File: config.mk
export PLATFORM = sky130hd
export DESIGN_NAME = led_bank
export DESIGN_NICKNAME = d
export VERILOG_FILES = /design/src/rtl/led_bank.sv
export SDC_FILE = /design/constraint.sdc
export NUM_CORES = 1
export LEC_CHECK = 0
export CAP_MARGIN = 15
export CORE_MARGIN = 5
export CORE_UTILIZATION = 47
export CTS_CLUSTER_DIAMETER = 150
export CTS_CLUSTER_SIZE = 10
export DETAILED_ROUTE_END_ITERATION = 10
export GPL_ROUTABILITY_DRIVEN = 1
export GPL_TIMING_DRIVEN = 0
export HOLD_SLACK_MARGIN = 0.03
export PLACE_DENSITY = 0.74
export SYNTH_ARGS = -nofsm -noshare
export SYNTH_HDL_FRONTEND = slang
export SYNTH_SLANG_ARGS = --single-unit
File: constraint.sdc
create_clock -name clk -period 1.9 [get_ports clk]
set_input_delay 0.38 -clock clk [delete_from_list [all_inputs] [get_ports clk]]
set_output_delay 0.38 -clock clk [all_outputs]
set_load 0.01 [all_outputs]
File: src/rtl/led_bank.sv
// led_bank: registered LED bank with per-bit load enables and a stretched RAM-activity indicator
module led_bank #(
  parameter int N_LEDS  = 8,
  parameter int ACT_BIT = 7,
  parameter int STRETCH = 5000000,
  parameter int CNT_W   = 23
) (
  input  logic              clk,
  input  logic              reset,
  input  logic [N_LEDS-1:0] led_input,
  input  logic [N_LEDS-1:0] leds_sel,
  input  logic              ram_led,
  output logic [N_LEDS-1:0] leds
);
  logic [N_LEDS-1:0] led_reg;
  logic [CNT_W-1:0]  act_cnt;
  always_ff @(posedge clk or negedge reset)
    if (!reset) begin
      led_reg <= '0;
      act_cnt <= '0;
    end else begin
      led_reg <= (leds_sel & led_input) | (~leds_sel & led_reg);
      act_cnt <= ram_led ? CNT_W'(STRETCH) : (act_cnt != '0) ? act_cnt - 1'b1 : act_cnt;
    end
  // activity only ever ORs into the visible LED; led_reg keeps the software value
  always_comb begin
    leds = led_reg;
    leds[ACT_BIT] = led_reg[ACT_BIT] | (act_cnt != '0);
  end
endmodule

==> flow_summary.yaml <==
outcome:
  status: "finished, violations left"
  violations: "setup timing"
drt:
  top_layer_used: "met4"
  drt_iter0_drc: 39
  vias: 1308
  post_drt_wl_per_cell_um: 14.4
  drt-pass1-iter-count: 4
  drc: 0
  routed_wl_mm: 3.54
  via_per_inst: 5.34
  wl_met3_um: 237
  ant_nets: 0
  drt-met1-wl_mm: 1.52
  met2_length_mm: 1.71
placed_design:
  placedCellCount: 223
  io_buffer_count: 26
  dpl.hpwl_mm: 2.51
  pre_cts_ws_ps: -646
  place.gp.congestion: 0.854
  place_area_sq_um: 2020
die:
  ios: 27
  core_area_sq_um: 3360
  start_util_pct: 49.1
  dieWidth_um: 69.3
  die_area_sq_um: 4800
  die_y_um: 69.3
  num_rows: 21
grt:
  grt-ovfl-total: 0
  antenna_found_initial: 0
  grt_pass1_wl_mm: 6.07
  grt_max_degree: 17
  first_global_vias: 1320
  grtUsageTotal_pct: 15.6
synth:
  synth-edff-count: 0
  synth_top_flop_cell: "dfrtp_1"
  async_reset_ff_share_pct: 100
  synth_cell_types: 44
  synth_nets: 170
  ys_seq_area_share_pct: 47.0
  netlist_area_sq_um: 1650
  netlist_top_cells_area: "dfrtp_1, mux2_2, xor2_1, nor2_1, buf_4"
  synth_seq_cells: 31
  synth_area_per_cell_sq_um: 11.0
  yosys.area.top_type: "dfrtp_1"
  synth_top_area_share_pct: 47.0
  synth_warnings: 0
  syn_inst: 150
cts:
  cts.sinks: 31
  tritoncts: "yes"
  root_buffer: "clkbuf_4"
  cts_buffer_depth: 2
  cts_made_buffers: 5
  cts.hold.buffers_added: 0
  htreeDepth: 2
  clock_latency_ps: 340
  clk_pin_slew_ps: 90
setup_path:
  critPathArrivalTime_ps: 1990
  cpMostUsedCell: "buf_6"
  start_kind: "register"
  slowest_delay_ps: 410
  path_delay_family: "simple AND/OR/NAND/NOR gates"
  required_ps: 1520
  critical_path_class: "register to output port"
  cpMaxStageDelayCell: "dfrtp_1"
  cp_max_fo: 2
  cp_cell_sequence: "inv_2, ha_4, nor4b_4, nand4_2, buf_6, or3_4, buf_6"
  end_kind: "output port"
  crit_buf_inv: 3
cells_and_area:
  layout_commonest_cell: "dfrtp_1"
  post_route_cells_drive_above_1_share_pct: 33.7
  diodes: 0
  num-fill-cells: 263
  fin_nets: 218
  final_area_sq_um: 2260
  finalNonFillerCells: 245
  final_cell_mix: "dfrtp_1, clkdlybuf4s50_1, nor2_1, buf_4, xor2_1"
  area_growth_pct: 37.0
timing:
  period_share_pct: 125
  timing.fmax_ghz: 0.422
  setup_viol: 13
  min_period_ps: 2370
  drv_slew: 0
  timing.final.ws_setup_ps: -470
  whs_ps: 501
  fin_worst_skew_ps: 6.95
  tightest_slew_ps: 799
  rsz0062_at_grt: "true"
  final-hold-violation-count: 0
  slew_headroom_pct: 46.6
power_and_ir_drop:
  power.density_nw_per_um2: 691
  comb_power_share_pct: 23.2
  p_leak_uw: 0.000904
  max-vdd-ir-drop_mv: 0.443
  internal-power_uw: 1140
  swShare_pct: 27.3
  power_switching_uw: 426
  power.share.clock_pct: 27.9
  p_seq_share_pct: 49.0
worst_hold_path:
  min_path_type: "input port to async pin"
job:
  cap_violations: 0
## timing repair
action	4_1_cts	5_1_grt
setup buffers	9	5
setup endpoints to repair	9	22
pin swaps	3	6
gates resized for setup	13	12
## power groups by stage
stage               Sequential, uW  Combinational (uW)  Clock (uW)
global placement               772                 298           0
CTS                            764                 350         447
floorplan                      766                 198           0
finish                         765                 362         435
detailed placement             777                 323           0
global route                   773                 400         480
## layout make-up
cell class / count / area (sq um) / share of cell area [%]
Inverter: 3 / 11.3 / 0.498
Timing Repair Buffer: 41 / 409 / 18.1
Sequential cell: 31 / 776 / 34.3
Tap cell: 46 / 57.6 / 2.55
Clock buffer: 8 / 68.8 / 3.04
Multi-Input combinational cell: 104 / 842 / 37.2
Buffer: 12 / 96.3 / 4.26
## path summary, 6_finish.rpt
| kind | startpoint | to | slack [ps] | cells after the start |
|---|---|---|---|---|
| setup reg to reg | act_cnt[1] | act_cnt[15] | -200 | 11 |
| setup / recovery | act_cnt[1] | leds[7] | -470 | 7 |
| max in group asynchronous | reset | act_cnt[7] | 860 | 2 |
| min in group clk | act_cnt[22] | act_cnt[22] | 510 | 1 |
| hold / removal | reset | act_cnt[3] | 500 | 1 |
| hold reg to reg | act_cnt[22] | act_cnt[22] | 510 | 1 |
## per-layer routing
layer,up-vias,global-route usage [%]
met5,-,0
met4,0,5.64
met3,8,5.94
met2,39,25.6
met1,638,18.4
li1,623,-
## cells in the mapped netlist, types with 3 or more instances
cell type / count
mux2_2: 9
xor2_1: 10
a21oi_1: 4
nor2_1: 19
o21ai_0: 6
o211ai_1: 5
inv_1: 3
nand2b_1: 4
nor3_1: 6
nor2b_1: 3
xnor2_1: 3
dfrtp_1: 31
buf_4: 7
clkbuf_1: 3
## stage by stage
stage	total power [uW]	setup TNS, ps	utilization, %
4_1_cts	1560	-883	64.8
5_1_grt	1650	-3410	67.2
2_1_floorplan	965	0	-
3_5_place_dp	1100	-1160	60.0
6_report	1560	-1630	67.2
3_3_place_gp	1070	-3100	59.2
## logic make-up after synthesis
logic type,synth area share [%]
flops,47.0
compound gates,10.3
buf+inv,5.53
fa+ha+maj,0.758
mux,7.43
xor+xnor,6.90
simple gates,22.1
(Power assumes the default switching activity.)
